<file path="src/rtl/data_sram_slave.sv">
// data_sram_slave
//   SRAM-like responder for the execute-stage data port. Requests accepted on
//   the req/addrok handshake are queued in a small in-order FIFO. Each one is
//   replayed onto a synchronous single-port SRAM that has a 1-cycle read
//   latency. Every request, read or write, gets exactly one dataok pulse.
//
// Parameters
//   DEPTH       request FIFO entries (power of two, >= 2)
//   RESP_DELAY  extra wait cycles before each SRAM issue (0..255)
//   ADDR_WIDTH  SRAM word-index width (<= 29)
//
// Ports
//   clk, resetn        clock; asynchronous active-low reset
//   data_sram_req      request valid
//   data_sram_wr       1 = write, 0 = read
//   data_sram_size     access size (queued and carried only)
//   data_sram_addr     byte address
//   data_sram_wstrb    write byte enables
//   data_sram_wdata    lane-aligned write data
//   data_sram_addrok   slave can accept (FIFO not full)
//   data_sram_dataok   one-cycle response pulse
//   data_sram_rdata    SRAM word for reads during dataok, else 0
//   ram_en/ram_wen/ram_addr/ram_wdata   SRAM access, driven only in ISSUE
//   ram_rdata          SRAM read data, valid the cycle after ram_en
module data_sram_slave #(
  parameter int DEPTH      = 2,
  parameter int RESP_DELAY = 0,
  parameter int ADDR_WIDTH = 16
) (
  input  logic                  clk,
  input  logic                  resetn,
  input  logic                  data_sram_req,
  input  logic                  data_sram_wr,
  input  logic [1:0]            data_sram_size,
  input  logic [31:0]           data_sram_addr,
  input  logic [3:0]            data_sram_wstrb,
  input  logic [31:0]           data_sram_wdata,
  output logic                  data_sram_addrok,
  output logic                  data_sram_dataok,
  output logic [31:0]           data_sram_rdata,
  output logic                  ram_en,
  output logic [3:0]            ram_wen,
  output logic [ADDR_WIDTH-1:0] ram_addr,
  output logic [31:0]           ram_wdata,
  input  logic [31:0]           ram_rdata
);

  localparam int              PTR_W   = $clog2(DEPTH);
  localparam logic [7:0]      DELAY   = 8'(RESP_DELAY);
  localparam logic [PTR_W:0]  PTR_ONE = (PTR_W + 1)'(1);

  typedef enum logic [1:0] {
    IDLE  = 2'd0,
    WAIT  = 2'd1,
    ISSUE = 2'd2,
    RESP  = 2'd3
  } state_t;

  state_t           state_reg, state_next;
  logic [7:0]       cnt_reg, cnt_next;
  logic [PTR_W:0]   wr_ptr_reg, rd_ptr_reg;

  // Request storage; no reset needed since the pointers define validity.
  logic                  fifo_wr    [DEPTH];
  logic [1:0]            fifo_size  [DEPTH];
  logic [ADDR_WIDTH-1:0] fifo_addr  [DEPTH];
  logic [3:0]            fifo_wstrb [DEPTH];
  logic [31:0]           fifo_wdata [DEPTH];

  logic                  empty, full, push, pop;
  logic [PTR_W-1:0]      wr_idx, rd_idx;
  logic                  head_wr;
  logic [1:0]            head_size;
  logic [ADDR_WIDTH-1:0] head_addr;
  logic [3:0]            head_wstrb;
  logic [31:0]           head_wdata;

  assign wr_idx = wr_ptr_reg[PTR_W-1:0];
  assign rd_idx = rd_ptr_reg[PTR_W-1:0];
  assign empty  = (wr_ptr_reg == rd_ptr_reg);
  assign full   = (wr_idx == rd_idx) && (wr_ptr_reg[PTR_W] != rd_ptr_reg[PTR_W]);

  // addrok depends on registered pointers only, never on req, so the master
  // cannot form a combinational loop through it.
  assign data_sram_addrok = !full;
  assign push             = data_sram_req && !full;
  assign pop              = (state_reg == RESP);

  assign head_wr    = fifo_wr[rd_idx];
  assign head_size  = fifo_size[rd_idx];
  assign head_addr  = fifo_addr[rd_idx];
  assign head_wstrb = fifo_wstrb[rd_idx];
  assign head_wdata = fifo_wdata[rd_idx];

  // Size and the byte-offset/high address bits are carried but never steer
  // the SRAM word access; lane selection is the job of wstrb or the master.
  logic unused_bits;
  assign unused_bits = ^{data_sram_addr[31:ADDR_WIDTH+2], data_sram_addr[1:0], head_size};

  always_ff @(posedge clk) begin
    if (push) begin
      fifo_wr[wr_idx]    <= data_sram_wr;
      fifo_size[wr_idx]  <= data_sram_size;
      fifo_addr[wr_idx]  <= data_sram_addr[ADDR_WIDTH+1:2];
      fifo_wstrb[wr_idx] <= data_sram_wstrb;
      fifo_wdata[wr_idx] <= data_sram_wdata;
    end
  end

  always_ff @(posedge clk or negedge resetn) begin
    if (!resetn) begin
      wr_ptr_reg <= '0;
      rd_ptr_reg <= '0;
      state_reg  <= IDLE;
      cnt_reg    <= 8'd0;
    end else begin
      if (push) wr_ptr_reg <= wr_ptr_reg + PTR_ONE;
      if (pop)  rd_ptr_reg <= rd_ptr_reg + PTR_ONE;
      state_reg <= state_next;
      cnt_reg   <= cnt_next;
    end
  end

  always_comb begin
    state_next       = state_reg;
    cnt_next         = cnt_reg;
    ram_en           = 1'b0;
    ram_wen          = 4'b0000;
    ram_addr         = '0;
    ram_wdata        = 32'd0;
    data_sram_dataok = 1'b0;
    data_sram_rdata  = 32'd0;
    case (state_reg)
      IDLE: begin
        if (!empty) begin
          cnt_next   = DELAY;
          state_next = (DELAY != 8'd0) ? WAIT : ISSUE;
        end
      end
      WAIT: begin
        cnt_next = cnt_reg - 8'd1;
        if (cnt_reg == 8'd1) state_next = ISSUE;
      end
      ISSUE: begin
        ram_en     = 1'b1;
        ram_wen    = head_wr ? head_wstrb : 4'b0000;
        ram_addr   = head_addr;
        ram_wdata  = head_wdata;
        state_next = RESP;
      end
      RESP: begin
        // The head is still in the FIFO here; it is popped on this edge.
        data_sram_dataok = 1'b1;
        data_sram_rdata  = head_wr ? 32'd0 : ram_rdata;
        state_next       = IDLE;
      end
      default: state_next = IDLE;
    endcase
  end

endmodule

</file>
<file path="config.mk">
export PLATFORM = sky130hd
export DESIGN_NAME = data_sram_slave
export DESIGN_NICKNAME = d
export VERILOG_FILES = /design/src/rtl/data_sram_slave.sv
export SDC_FILE = /design/constraint.sdc
export NUM_CORES = 1
export LEC_CHECK = 0
export BUFFER_PORTS_ARGS = -buffer_cell sky130_fd_sc_hd__buf_2
export CAP_MARGIN = 20
export CORE_MARGIN = 3
export CORE_UTILIZATION = 52
export DETAILED_ROUTE_END_ITERATION = 7
export GPL_ROUTABILITY_DRIVEN = 0
export PLACE_DENSITY = 0.82
export SKIP_CTS_REPAIR_TIMING = 1
export SLEW_MARGIN = 20
export SYNTH_ARGS = -nofsm -noshare
export SYNTH_HDL_FRONTEND = slang
export SYNTH_SLANG_ARGS = --single-unit
</file>
<file path="constraint.sdc">
create_clock -name clk -period 7.85 [get_ports clk]
set_input_delay 0.785 -clock clk [delete_from_list [all_inputs] [get_ports clk]]
set_output_delay 0.785 -clock clk [all_outputs]
set_load 0.03 [all_outputs]
</file>
# Word level (Yosys, flattened, before mapping)
# Memories as Yosys holds them, arrays and structs flattened.
# Cells that the tools add are included.
# word_totals
input_bits	106
wordCells	42
register_bits	14
n_memories	4
mem_bits_rw	106
output_inout_bits	87
# memory_table
memory	words	word_bits	rd	rd_clocked_by_memory_dff	write_ports	line_no	source
fifo_wdata	2	32	1	0	1	68	logic [31:0] fifo_wdata [DEPTH];
fifo_addr	2	16	1	0	1	66	logic [ADDR_WIDTH-1:0] fifo_addr [DEPTH];
fifo_wstrb	2	4	1	0	1	67	logic [3:0] fifo_wstrb [DEPTH];
fifo_wr	2	1	1	0	1	64	logic fifo_wr [DEPTH];
# op_classes
mux	15
eq_ne	9
n_reduce_logical	7
addsub	3
# op_table
op	count
2-to-1 mux 32 bit	3
2-to-1 mux 16 bit	1
case mux 8 bit (2 select lines)	1
== test 8 x 1 -> 1 bit (second input constant)	1
2-to-1 mux 4 bit	2
2-to-1 mux 8 bit	1
case mux 2 bit (4 select lines)	1
subtractor 8 x 1 -> 8 bit (second input constant)	1
adder 2 x 1 -> 2 bit (second input constant)	2
== test 2 bit (second input constant)	2
2-to-1 mux 1 bit	4
2-to-1 mux 2 bit	2
!= test 2 bit (second input constant)	2
AND reduction 2 bit	2
== test 2 x 1 -> 1 bit (second input constant)	1
== test 2 bit	1
logical AND 1 bit	2
logical NOT 2 bit	1
nonzero test 2 bit	1
== test 1 bit	1
logical NOT 1 bit	1
!= test 1 bit	1

# Logic depth before layout (Yosys ltp)
# depth
ltp_word	6
mapped_depth	6
mapped_depth_nobuf	6

# Least setup slack after synthesis
# No wires, ideal clock.
# synth_timing
path_type	register to register
start	reg rd_ptr_reg[0]
end	mem fifo_addr[0][0], enable pin
synth_period_minus_slack_ns	3.886
setup_ns	0.464
stages_incl_launch_ff	6
arrival_time_ns	3.422
path_slack_ns	3.964
path_cell_list	dfrtp_1 -> buf_2 -> xor2_2 -> nand2b_1 -> nand2_1 -> nor2_1
# synth_between
elab_chain_len	6
# synth_lines
element	line_no	source
start: declaration	61	logic [PTR_W:0] wr_ptr_reg, rd_ptr_reg;
start signal: assignment	118	if (pop) rd_ptr_reg <= rd_ptr_reg + PTR_ONE;
== test 1 bit	81	assign full = (wr_idx == rd_idx) && (wr_ptr_reg[PTR_W] != rd_ptr_reg[PTR_W]);
logical AND 1 bit	81	
logical NOT 1 bit	n/a	
net data_sram_addrok	38	output logic data_sram_addrok,
logical AND 1 bit	86	assign push = data_sram_req && !full;
2-to-1 mux 1 bit	101	if (push) begin
2-to-1 mux 1 bit (implied by the code)	104	fifo_addr[wr_idx] <= data_sram_addr[ADDR_WIDTH+1:2];
end: declaration	66	
# The timed path passes the listed nets, and every way through them passes these cells.

# Final worst setup path
# layout_timing
start	reg rd_ptr_reg[0]
end	out data_sram_rdata[11]
# layout_between
elab_chain_len	3
# layout_lines
element	line_no	source
memory read (2 x 1 bit)	n/a	
2-to-1 mux 32 bit	154	data_sram_rdata = head_wr ? 32'd0 : ram_rdata;
2-to-1 mux 32 bit	133	case (state_reg)
end: declaration	40	output logic [31:0] data_sram_rdata,
# Every way passes these cells.

==> flow_metrics.env <==
export IMPL_outcome="finished clean"
export IMPL_wirelength_um=10300
export IMPL_syn_num_nets=441
export IMPL_synth_top_area_cell="edfxtp_1"
export IMPL_tns_ns=0
export IMPL_netSwitchingFraction=0.398
export IMPL_synth_top_cell_area_share=0.648
export IMPL_final_hold_violation_count=0
export IMPL_synthTopCellsByCount="edfxtp_1 (106), nor2_1 (53), mux2i_1 (49)"
export IMPL_die_w_um=103
export IMPL_syn_avg_cell_area_sq_um=14.7
export IMPL_total_leakage_power_uw=0.00286
export IMPL_crit_fanout=61
export IMPL_syn_to_final_growth_pct=31.1
export IMPL_grt_total_usage=0.197
export IMPL_io_pins=193
export IMPL_cts_buffer_depth=2
export IMPL_largest_register_ffs=64
export IMPL_dominantRegCellSynth="edfxtp_1"
export IMPL_seq_area_frac_synth=0.720
export IMPL_coreArea_sq_um=8930
export IMPL_syn_inst=333
export IMPL_power_switching_uw=1120
export IMPL_rsz0062_at_grt="false"
export IMPL_syn_area_sq_um=4910
export IMPL_antenna_found_initial=1
export IMPL_die_area_sq_um=10600
export IMPL_reg_largest_list="fifo_wdata: 64 flops, fifo_addr: 32 flops"
export IMPL_cts_buffers=17
export IMPL_htree_levels=4
export IMPL_worstSkewPairLatency_ns=0.50
export IMPL_fin_crit_sh=0.477
export IMPL_fin_util=0.720
export IMPL_drv_cap=0
export IMPL_hold_class="in -> async"
export IMPL_root_buffer="clkbuf_8"
export IMPL_portBuffers=174
export IMPL_multi_input_area_sq_um=1300
export IMPL_cts_sinks=120
export IMPL_hold_ws_ns=0.180
export IMPL_dpl_worst_slack_ns=4.29
export IMPL_drcViolationCount=0
export IMPL_ys_ff_latch=120
export IMPL_seq_power_share=0.385
export IMPL_required_ns=7.07
export IMPL_regMostFlops="fifo_wdata"
export IMPL_yosys_warnings=0
export IMPL_seqCellArea_sq_um=3540
export IMPL_hpwlAfterDp_um=7090
export IMPL_critical_path_arrival_ns=2.96
export IMPL_drive_gt1_frac=0.410
export IMPL_relSlewSlack=0.327
export IMPL_nFillCells=597
export IMPL_p_comb_frac=0.361
export IMPL_slew_violations=0
export IMPL_nets=619
export IMPL_tightest_slew_ns=1.01
export IMPL_fin_worst_skew_ns=0.0106
export IMPL_drtIter0Drc=100
export IMPL_vias=3265
export IMPL_grt_pass1_wl_um=15500
export IMPL_synth_edf_count=106
export IMPL_critPathLaunchType="flip-flop"
export IMPL_rows=34
export IMPL_drtPass1Iterations=4
export IMPL_final_min_clock_period_ns=3.74
export IMPL_start_util=0.549
export IMPL_grt_pass1_vias=3331
export IMPL_final_setup_worst_slack_ns=4.11
export IMPL_cts_tree="built"
export IMPL_diodes=0
export IMPL_synth_distinct_cells=33
export IMPL_routedWlPerCell_um=16.2
export IMPL_ant_nets=0
export IMPL_via_per_inst=5.17
export IMPL_fp_dieH_um=103
export IMPL_clk_pin_slew_ns=0.06
export IMPL_yosysMostFrequentCell="edfxtp_1"
export IMPL_end_kind="output port"
export IMPL_pwr_density_cell_nw_per_um2=437
export IMPL_intPower_uw=1690
export IMPL_async_flop_share=0.117
export IMPL_grt_max_degree=62
export IMPL_power_frac_clock=0.254
export IMPL_ir_drop_mv=0.232
export IMPL_max_freq_mhz=267
export IMPL_synth_area_top_cells="edfxtp_1 (65%), mux2i_1 (10%), dfrtp_1 (7.1%), and2_1 (4.1%), nor2_1 (4.1%)"
export IMPL_grt_remaining_overflow=0
export IMPL_finalSetupViolations=0
export IMPL_crit_type="reg -> out"
==> cell usage in the layout (no fill, tap or decap), types with 2 or more instances in the layout <==
cell type / synthesis / layout
edfxtp_1: 106 / 106
clkinvlp_4: 0 / 4
xnor2_1: 4 / 4
nand3b_1: 5 / 5
nor2b_1: 2 / 2
nand2b_1: 4 / 3
inv_1: 5 / 5
nand2_1: 6 / 6
and2_1: 32 / 32
xor2_1: 3 / 3
buf_2: 7 / 174
inv_6: 0 / 5
inv_8: 0 / 2
ha_1: 2 / 2
o21ai_0: 6 / 6
nor2_1: 53 / 52
clkbuf_16: 0 / 16
nor4_1: 3 / 3
o21ai_1: 2 / 2
dfrtp_1: 14 / 13
buf_4: 1 / 2
a21oi_1: 5 / 5
mux2i_1: 49 / 49
nand3_1: 5 / 5
==> logic make-up (layout without fill, tap and decap cells) <==
kind of cell	count (synthesis)	after routing	share of synthesized area
AOI/OAI and AO/OA	18	18	0.0235
xor gates and xnor gates	8	8	0.0158
and+or+nand+nor	114	114	0.116
adders and majority gates	2	2	0.00510
DFF	120	120	0.720
buffers and inverters	22	213	0.0201
muxes	49	49	0.0999
==> cell type report <==
class | count | area share
clock buffers | 18 | 0.0649
multi-input cells | 191 | 0.202
flip-flops and latches | 120 | 0.550
inverters | 5 | 0.00292
well taps | 108 | 0.0210
clock inverters | 14 | 0.0218
repair buffers | 176 | 0.138
==> final timing paths <==
path | startpoint | to | slack, ns | cells after the start
setup / recovery | rd_ptr_reg[0] | data_sram_rdata[11] | 4.11 | 4
hold / removal | resetn | rd_ptr_reg[1] | 0.18 | 1
setup reg to reg | rd_ptr_reg[0] | fifo_wstrb[0][0] | 4.89 | 5
hold reg to reg | rd_ptr_reg[1] | rd_ptr_reg[1] | 0.49 | 1
max in group asynchronous | resetn | rd_ptr_reg[0] | 7.40 | 1
min in group clk | data_sram_addr[6] | fifo_addr[0][4] | 0.47 | 1
==> metrics by stage <==
step / std cells / area [sq um] / total power (uW)
2_1_floorplan: 333 / 4910 / 1820
3_3_place_gp: 600 / 5860 / 2080
3_5_place_dp: 600 / 5870 / 2120
4_1_cts: 632 / 6430 / 2840
5_1_grt: 632 / 6430 / 2970
6_report: 632 / 6430 / 2810
==> metal layers <==
metal	global-route usage	vias up	wire length (um)
li1	-	1558	-
met2	0.375	155	5620
met5	0	-	13
met4	0.0697	2	95
met3	0.0575	10	802
met1	0.205	1540	3730
==> worst max-delay path: stages, from the launching register on <==
cell      delay (ns)
dfrtp_4         1.07
nor2b_1         0.19
a211oi_4        0.69
and2_1          0.27
buf_2           0.21
==> power groups by stage <==
| stage | Combinational, uW | Sequential (uW) | Clock (uW) |
|---|---|---|---|
| finish | 1010 | 1080 | 714 |
| global route | 1110 | 1110 | 757 |
| CTS | 1030 | 1080 | 728 |
| detailed placement | 1020 | 1090 | 0 |
| global placement | 1010 | 1080 | 0 |
| floorplan | 814 | 1000 | 0 |
Power figures use the tool's default switching activity.
